==> src/rtl/pipe_buf_pkg.sv <==
// pipe_buf_pkg: shared state encoding and default bubble payload for pipeline buffer stages.
package pipe_buf_pkg;
    typedef enum logic [1:0] {PB_EMPTY = 2'd0, PB_ONE = 2'd1, PB_TWO = 2'd2} pb_state_e;
    localparam logic [31:0] RV_NOP = 32'h0000_0013;
endpackage

==> src/rtl/sat_counter.sv <==
// sat_counter: saturating up-counter with synchronous clear taking priority over increment.
module sat_counter #(
    parameter int CNT_W = 16
) (
    input  logic             clk,
    input  logic             rst_n,
    input  logic             inc,
    input  logic             clr,
    output logic [CNT_W-1:0] cnt
);
    always_ff @(posedge clk) begin
        if (!rst_n || clr) cnt <= '0;
        else if (inc && cnt != '1) cnt <= cnt + CNT_W'(1);
    end
endmodule

==> src/rtl/pipe_stage_buf.sv <==
// pipe_stage_buf: reusable valid/ready pipeline register with flush, bubble output,
// optional 2-entry skid buffer and a saturating stall counter.
module pipe_stage_buf
    import pipe_buf_pkg::*;
#(
    parameter int               WIDTH        = 32,
    parameter bit               SKID         = 1'b1,
    parameter logic [WIDTH-1:0] BUBBLE_VALUE = WIDTH'(RV_NOP),
    parameter int               CNT_W        = 16
) (
    input  logic             clk,
    input  logic             rst_n,
    input  logic             in_valid,
    output logic             in_ready,
    input  logic [WIDTH-1:0] in_data,
    input  logic             flush,
    output logic             out_valid,
    input  logic             out_ready,
    output logic [WIDTH-1:0] out_data,
    output logic [1:0]       occupancy,
    output logic [CNT_W-1:0] stall_cnt,
    input  logic             stall_clr
);
    pb_state_e        state;
    logic [WIDTH-1:0] main_q;
    logic             accept, issue;

    assign accept = in_valid & in_ready;
    assign issue  = out_valid & out_ready;

    always_comb begin
        out_valid = state != PB_EMPTY;
        out_data  = out_valid ? main_q : BUBBLE_VALUE;
        occupancy = state;
    end

    generate
        if (SKID) begin : g_skid
            pb_state_e        state_nx;
            logic [WIDTH-1:0] skid_q;
            always_ff @(posedge clk) begin
                if (!rst_n) state <= PB_EMPTY;
                else state <= state_nx;
            end
            always_comb begin
                state_nx = state;
                if (flush) state_nx = PB_EMPTY;
                else
                    case (state)
                        PB_EMPTY: state_nx = accept ? PB_ONE : PB_EMPTY;
                        PB_ONE:   state_nx = (accept && !issue) ? PB_TWO :
                                             (issue && !accept) ? PB_EMPTY : PB_ONE;
                        PB_TWO:   state_nx = issue ? PB_ONE : PB_TWO;
                        default:  state_nx = PB_EMPTY;
                    endcase
            end
            // in_ready comes straight off the state flop, so upstream never sees a comb path
            always_ff @(posedge clk) begin
                if (state == PB_TWO) begin
                    if (issue) main_q <= skid_q;
                end else if (accept) begin
                    if (state == PB_EMPTY || issue) main_q <= in_data;
                    else skid_q <= in_data;
                end
            end
            assign in_ready = rst_n & (state != PB_TWO);
        end else begin : g_reg
            always_ff @(posedge clk) begin
                if (!rst_n) state <= PB_EMPTY;
                else if (flush) state <= PB_EMPTY;
                else if (accept) state <= PB_ONE;
                else if (issue) state <= PB_EMPTY;
            end
            always_ff @(posedge clk) begin
                if (accept) main_q <= in_data;
            end
            assign in_ready = rst_n & (!out_valid | out_ready);
        end
    endgenerate

    sat_counter #(.CNT_W(CNT_W)) u_stall (
        .clk  (clk),
        .rst_n(rst_n),
        .inc  (out_valid & ~out_ready),
        .clr  (stall_clr),
        .cnt  (stall_cnt)
    );
endmodule

==> config.mk <==
export PLATFORM = sky130hd
export DESIGN_NAME = pipe_stage_buf
export DESIGN_NICKNAME = d
export VERILOG_FILES = /design/src/rtl/pipe_buf_pkg.sv /design/src/rtl/sat_counter.sv /design/src/rtl/pipe_stage_buf.sv
export SDC_FILE = /design/constraint.sdc
export NUM_CORES = 1
export LEC_CHECK = 0
export BUFFER_PORTS_ARGS = -buffer_cell sky130_fd_sc_hd__buf_2
export CORE_MARGIN = 10
export CORE_UTILIZATION = 30
export CTS_BUF_LIST = sky130_fd_sc_hd__clkbuf_8
export DETAILED_ROUTE_END_ITERATION = 10
export PLACE_DENSITY_LB_ADDON = 0.2
export SLEW_MARGIN = 5
export SYNTH_ARGS = -nofsm -noshare
export SYNTH_HDL_FRONTEND = slang
export SYNTH_HIERARCHICAL = 1
export SYNTH_SLANG_ARGS = --single-unit
==> constraint.sdc <==
create_clock -name clk -period 2.2 [get_ports clk]
set_input_delay 0.22 -clock clk [delete_from_list [all_inputs] [get_ports clk]]
set_output_delay 0.22 -clock clk [all_outputs]
set_load 0.01 [all_outputs]
* After elaboration in Yosys (flattened, before gate mapping) *
Index checks and enable logic that the tools add are counted.

storage, ports and cells
  logic and storage cells = 43
  output and inout port bits = 52
  input port bits = 38
  register bits = 82

operators by class
  add/sub/neg operators = 1
  reductions and logical operators = 15
  eq/ne operators = 5
  bitwise logic cells = 8
  multiplexer cells = 10

operator list
  operator               count
  $mux 32                5
  $add 16x1->16 const B  1
  $ne 16x16->1 const B   1
  $pmux 2 s3             1
  $reduce_and 3->1       2
  $reduce_bool 2->1      3
  $and 1x1->1            4
  $mux 2                 2
  $ne 2x2->1 const B     2
  $not 1->1              4
  $logic_and 1x1->1      3
  $logic_not 1->1        3
  $eq 2x1->1 const B     1
  $eq 2x2->1 const B     1
  $logic_not 2->1        1
  $logic_or 1x1->1       2
  $mux 1                 2
  $reduce_or 2->1        1

* Logic depth before layout (Yosys ltp) *
Gate-level depths: netlist of run 1.

  depth in word-level cells = 8
  gate-level depth with buffers = 8

* By module *
Netlist of run 1, hierarchy kept.

by module, submodules not included
  module          times used  area an instance (um^2)  cells each
  pipe_stage_buf  1           2,700.1                  156
  sat_counter     1           862.1                    94

* Worst setup path after synthesis of run 1 *
OpenSTA, ideal clock, no wires.

  kind = register to register
  start = reg state[0], in the netlist occupancy[0]
  end = reg g_skid.skid_q[0] (enable)
  data arrival time = 1.922 ns
  stages on the path, launching flop included = 3
  buffers on the path = 0
  setup slack = -0.143 ns
  path through = dfxtp_1 nand2b_1 nor2_1

on the way
  word-level cells in the longest chain between the ends = 5
  elaborated cells on any way between the ends = 11

ends and longest elaborated chain
  item                                                line                  source
  start, declared                                     pipe_stage_buf.sv:24  pb_state_e state;
  start signal, assigned                              pipe_stage_buf.sv:43  else state <= state_nx;
  branches (longest 4 deep; another with $ne 2x2->1)  -
  $reduce_and 3->1 (no line) (*)                      -
  end signal, assigned                                pipe_stage_buf.sv:63  else skid_q <= in_data;
  end, declared                                       pipe_stage_buf.sv:40  logic [WIDTH-1:0] skid_q;

Mark *: on every way between the ends.
A chain may end at the register's enable or synchronous reset.

* Worst setup path in the final report of run 1 *
  start = reg state[1], in the netlist occupancy[1]
  end = reg u_stall.cnt[7]

on the way
  word-level cells in the longest chain between the ends = 3

ends and longest elaborated chain
  item                  line                  source
  $reduce_bool 2->1     pipe_stage_buf.sv:32  out_valid = state != PB_EMPTY;
  $and 1x1->1           pipe_stage_buf.sv:84  .inc (out_valid & ~out_ready),
  $logic_and 1x1->1     sat_counter.sv:13     else if (inc && cnt != '1) cnt <= cnt + CNT_W'(1);
  end signal, assigned  sat_counter.sv:13
  end, declared         sat_counter.sv:9      output logic [CNT_W-1:0] cnt

Every way passes these cells.

==> results of run 1 <==
[cell usage in the layout, fill, tap and decap left out, types with 4 or more instances in the layout]
cell | netlist | routed
o31ai_1 | 4 | 4
buf_2 | 3 | 89
nand3_1 | 6 | 6
and4_1 | 4 | 4
or4_1 | 4 | 4
dfxtp_1 | 18 | 18
nand2_1 | 10 | 10
o21ai_0 | 4 | 4
inv_1 | 4 | 5
a21oi_1 | 7 | 7
nor2_1 | 5 | 4
clkbuf_8 | 0 | 9
nor2b_1 | 30 | 30
a31oi_1 | 4 | 4
mux2_1 | 30 | 30
edfxtp_1 | 64 | 64
[how the worst max path moves through the flow]
stage,from,to,slack (ns),depth (start not counted)
final,occupancy[1],u_stall/cnt[7],0.21,6
after global placement,occupancy[1],u_stall/cnt[7],0.30,6
after floorplan,occupancy[1],u_stall/cnt[7],0.17,8
after global routing,occupancy[1],u_stall/cnt[7],0.02,6
after CTS,occupancy[1],out_data[4],0.21,4
after detailed placement,occupancy[1],u_stall/cnt[7],0.24,6
[cell families after synthesis]
group                      count (synthesis)  share of synthesized area
xor gates and xnor gates                   1                    0.00246
AOI/OAI and AO/OA                         37                     0.0773
adders and majority gates                  1                    0.00351
and+or+nand+nor                           83                      0.152
muxes                                     32                      0.101
DFF                                       82                      0.641
buffers and inverters                     14                     0.0225
[power breakdown]
group	total, mW	internal (mW)	switching (mW)
Combinational	0.190	0.0846	0.105
Clock	1.10	0.524	0.579
Sequential	1.73	1.72	0.00994
Total	3.02	2.33	0.694
[registers in the layout, indices dropped and copies added (netlist names)]
signal	cells
occupancy	2
u_stall/cnt	16
main_q	32
g_skid.skid_q	32
[final cells by class]
cell class                 count  area, um2  area share
clock buffer                   9        124      0.0282
clock inverter                 7       72.6      0.0165
inverter                       5       18.8     0.00427
multi-input combinational    154       1210       0.276
sequential                    82       2280       0.520
tap                          143        179      0.0407
timing repair buffer          93        503       0.114
[per-layer routing]
layer	vias to the layer above	routed length, um
li1	1153	-
met1	1171	3890
met2	69	3480
met3	13	628
met4	0	189
met5	-	0
[per-stage QoR]
| step | worst slack, ns | hold slack (ns) | std cells |
|---|---|---|---|
| global placement | 0.303 | 0.408 | 476 |
| detailed placement | 0.244 | 0.414 | 476 |
| global route | 0.0248 | 0.00543 | 493 |
| finish | 0.213 | 0.0351 | 493 |
| floorplan | 0.169 | 0.285 | 250 |
| CTS | 0.212 | 0.00155 | 493 |
[critical path: stages, from the launching register on]
cell     delay (ns)
dfxtp_1        0.54
nor2_4         0.07
nor2_1         0.21
and3_2         0.28
nand3_1        0.16
or4_1          0.50
a21oi_1        0.15
==> metrics, run 1 <==
Port Buffers=89; Placer Congestion=0.718; routing usage on met1=0.125; max_cap viols=0; antenna violations before repair=0; busiest grt layer=met2; final setup vio count=0; clk buf depth=2; min-delay worst type=in2reg; All-Layer GR Usage=0.101; Total Routed Length=8180 um; final worst path period need=1.99 ns; vias in the first global route=2,462; Post-synth EDFFs=64; Post-CTS Resized=0; Post-Syn Nets=289; area share of the largest cell type after synthesis=0.540; Initial Utilization=0.309; clk root buf=clkbuf_8; crit share post-route=0.903; Final Hold Fails=0; largest net degree at the start of global routing=34; CTS H-tree depth=3; Worst Hold End=g_skid.skid_q[8]; DR iter-0 viols=103; P_leak=1.67 nW; Yosys reg bits=82; crit path DAT=2.28 ns; Clock Sinks=82; Area Overhead vs Synth=23.3%; Hold Startpoint=in_data[8]; Pwr Density=688 nW/um2; R2R cell count=6; GR Util met2=0.145; Mapped Cells=250; synthesized area=3560 um2; worst skew pair latency=0.37 ns; hold path cells=1; Pwr Total=3.02 mW; most common cell in the netlist=edfxtp_1; Boundary Pins=90; Setup Fix Bufs, Post-CTS=0; leading area contributor after synthesis=edfxtp_1; ratio of cells with drive above 1 in the final layout=0.366; core area=11,500 um2; Critical Path End Type=flip-flop; met3 Usage GRT=0.0427; fillers=1,131; die area=16,600 um2; ANT cells=0; FF-to-FF End=u_stall/cnt[7]; placed inst area=4190 um2; Via density=4.88; Pins Over Slew Limit=0; final core area utilization=0.381; VDD IR max=0.280 mV; Worst R2R Start=occupancy[1]; Synth area leaders=edfxtp_1 (54%), dfxtp_1 (10%), mux2_1 (9.5%), nor2b_1 (5.3%), nand2_1 (1.1%); Async S/R FF share, synth=0; Inserted Clock Buffers=9; Seq/Total Area, Yosys=0.641; status=complete, no violations; layout net count=384; Die Width=129 um; Die Ht=129 um; CP Launch Type=flip-flop; Mean Syn Cell Area=14.2 um2; CTS tree=done; total negative slack=0 ns; unrepaired setup endpoints after global routing=no; Clock transition at path regs=0.09 ns; post-synthesis cell type count=49; most frequent cells after synthesis=edfxtp_1 (64), mux2_1 (30), nor2b_1 (30), dfxtp_1 (18), nand2_1 (10); drt first pass iters=4; first-pass GRT wire length=12,900 um; post-DP HPWL=5610 um; routed via count=2,406; CP Data Required Time=2.49 ns; Wirelength per Cell=16.6 um; cell row count=39; Post-route DRC=0; Yosys warnings=6; fin area=4390 um2; crit-path max FO=8; Main synth FF type=edfxtp_1; setup slack, reg-to-reg=0.21 ns; Post-CTS Hold Buffers=1; antenna viol nets, final=0; FMAX=503 MHz; Worst Tran Pin Value=0.732 ns; Clock Skew=0.00934 ns; CP Class=reg2reg; Slew headroom=0.511; GRT Residual Overflow=0
No activity file was read; power rests on OpenSTA's default activity.
==> run 2: changes to the inputs <==
--- a/config.mk
+++ b/config.mk
@@ -9,6 +9,7 @@
 export CORE_MARGIN = 10
 export CORE_UTILIZATION = 30
 export CTS_BUF_LIST = sky130_fd_sc_hd__clkbuf_8
+export CTS_CLUSTER_DIAMETER = 100
 export DETAILED_ROUTE_END_ITERATION = 10
 export PLACE_DENSITY_LB_ADDON = 0.2
 export SLEW_MARGIN = 5
==> constraint.sdc (replaced) <==
create_clock -name clk -period 1.8 [get_ports clk]
set_input_delay 0.18 -clock clk [delete_from_list [all_inputs] [get_ports clk]]
set_output_delay 0.18 -clock clk [all_outputs]
set_load 0.01 [all_outputs]
==> run 2 against run 1 <==
  * Die area did not move
  * First-iteration DRC count rose by 33%
  * Sequential power rose by 22%
  * Register-to-register slack got worse by 0.04 ns
  * Hold slack got worse by 0.0079 ns
  * Clock-buffer cell count did not move
  * Clock power rose by 32%
==> metrics, run 2 (synthesis gave the netlist of run 1 again) <==
final worst path period need=1.65 ns; status=complete, no violations; fin area=4560 um2 (+3.9%); antenna violations before repair=0 (unchanged); CTS H-tree depth=3 (unchanged); ANT cells=0 (unchanged); Wirelength per Cell=16.3 um (-1.5%); DR iter-0 viols=137 (+33%); worst skew pair latency=0.34 ns (-0.03 ns); Critical Path End Type=output pin; Slew headroom=0.649 (+0.138); crit share post-route=0.919; drt first pass iters=4 (unchanged); core area=11,500 um2 (unchanged); first-pass GRT wire length=13,100 um (+1.8%); R2R cell count=6 (unchanged); max_cap viols=0 (unchanged); layout net count=398 (+3.6%); Placer Congestion=0.723 (+0.67%); ratio of cells with drive above 1 in the final layout=0.382 (+0.0162); Worst R2R Start=occupancy[1]; crit path launch=occupancy[1]; Total Routed Length=8290 um (+1.3%); most common cell after layout, fill and taps aside=buf_2; unrepaired setup endpoints after global routing=no; GRT Residual Overflow=0 (unchanged); clk buf depth=2 (unchanged); fillers=1,120 (-0.97%); FF/Latch Area=2290 um2 (+0.22%); Final WS setup=0.146 ns (-0.0667 ns); CP Class=reg2out; crit path DAT=1.47 ns (-0.81 ns); die area=16,600 um2 (unchanged); post-DP HPWL=5770 um (+2.9%); Final Hold Fails=0 (unchanged); Clock transition at path regs=0.08 ns (about the same); CP Data Required Time=1.62 ns (-0.87 ns); Die Ht=129 um (unchanged); Post-route DRC=0 (unchanged); setup slack, reg-to-reg=0.17 ns (-0.04 ns); clk root buf=clkbuf_8; FF-to-FF End=u_stall/cnt[7]; placed inst area=4240 um2 (+1.3%); P_leak=1.75 nW (+4.8%); Regs by FF count=g_skid.skid_q x32, main_q x32, u_stall/cnt x16; CTS tree=done; area of the multi-input gates=1240 um2 (+2.3%); Setup Fix Bufs, Post-CTS=0 (unchanged); Clock Skew=0.00707 ns (-0.00227 ns); Inserted Clock Buffers=9 (unchanged); Via density=4.77 (-2.3%); largest net degree at the start of global routing=34 (unchanged); min-delay worst type=in2reg; Area Overhead vs Synth=28.1%; Worst Tran Pin Value=0.527 ns (-0.205 ns); Pwr Total=3.81 mW (+26%); cell row count=39 (unchanged); final setup vio count=0 (unchanged); routed via count=2,417 (+0.46%); Port Buffers=89 (unchanged); total negative slack=0 ns (unchanged); Pins Over Slew Limit=0 (unchanged); All-Layer GR Usage=0.100 (-0.000759); Die Width=129 um (unchanged); vias in the first global route=2,514 (+2.1%); Critical Path Sink=out_data[0]; Boundary Pins=90 (unchanged); DP Worst Slack=0.105 ns (-0.139 ns); VDD IR max=0.432 mV (+55%); crit-path max FO=33 (+25); Pwr Density=835 nW/um2 (+21%); antenna viol nets, final=0 (unchanged); FMAX=605 MHz; Clock Sinks=82 (unchanged); Initial Utilization=0.309 (unchanged); most frequent cells in the layout=buf_2 (89), edfxtp_1 (64), mux2_1 (30), nor2b_1 (30), dfxtp_1 (16); CP Launch Type=flip-flop
## run 2: report_power, final
group | switching, mW | internal, mW
Combinational | 0.133 | 0.116
Sequential | 0.0120 | 2.10
Clock | 0.668 | 0.782
## run 2: through the flow
| stage | util | hold WS (ns) | cells |
|---|---|---|---|
| global route | 0.396 | 0.000364 | 507 |
| finish | 0.396 | 0.0272 | 507 |
| CTS | 0.393 | 0.0000518 | 506 |
| global placement | 0.368 | 0.365 | 483 |
| floorplan | - | 0.241 | 250 |
| detailed placement | 0.368 | 0.373 | 483 |
## run 2: final cells by class
| type | count | area share |
|---|---|---|
| Clock buffer | 9 | 0.0271 |
| Tap cell | 143 | 0.0392 |
| Multi-Input combinational cell | 154 | 0.272 |
| Inverter | 5 | 0.00411 |
| Sequential cell | 82 | 0.501 |
| Timing Repair Buffer | 107 | 0.136 |
| Clock inverter | 7 | 0.0203 |
## run 2: worst min path at each step
stage                      startpoint                 to  slack [ns]  cells past startpoint
after floorplan                 flush       occupancy[1]        0.24                      1
after global placement          flush       occupancy[1]        0.36                      2
after CTS                 in_data[24]  g_skid.skid_q[24]     0.00005                      1
after detailed placement        flush       occupancy[1]        0.37                      2
final                     in_data[29]  g_skid.skid_q[29]        0.03                      1
after global routing       in_data[4]   g_skid.skid_q[4]      0.0004                      1
## run 2: per-layer routing
layer / share of wire / vias to the layer above / track usage
met1: 0.48 / 1163 / 0.128
met2: 0.44 / 67 / 0.149
li1: - / 1181 / -
met4: 0.012 / 0 / 0.0361
met3: 0.076 / 6 / 0.0415
met5: 0 / - / 0
## run 2: repair_timing
| item | CTS | global route |
|---|---|---|
| hold buffers | 7 | 1 |
| endpoints found under the setup margin | 10 | 9 |
| resized for setup | 1 | 6 |
| endpoints found under the hold margin | 8 | 1 |
## run 2: critical path, cell delays in order, from the launching register on
cell and delay (ns):
dfxtp_4 0.38, nor2_2 0.21, buf_8 0.26, or2_2 0.15, buf_2 0.12
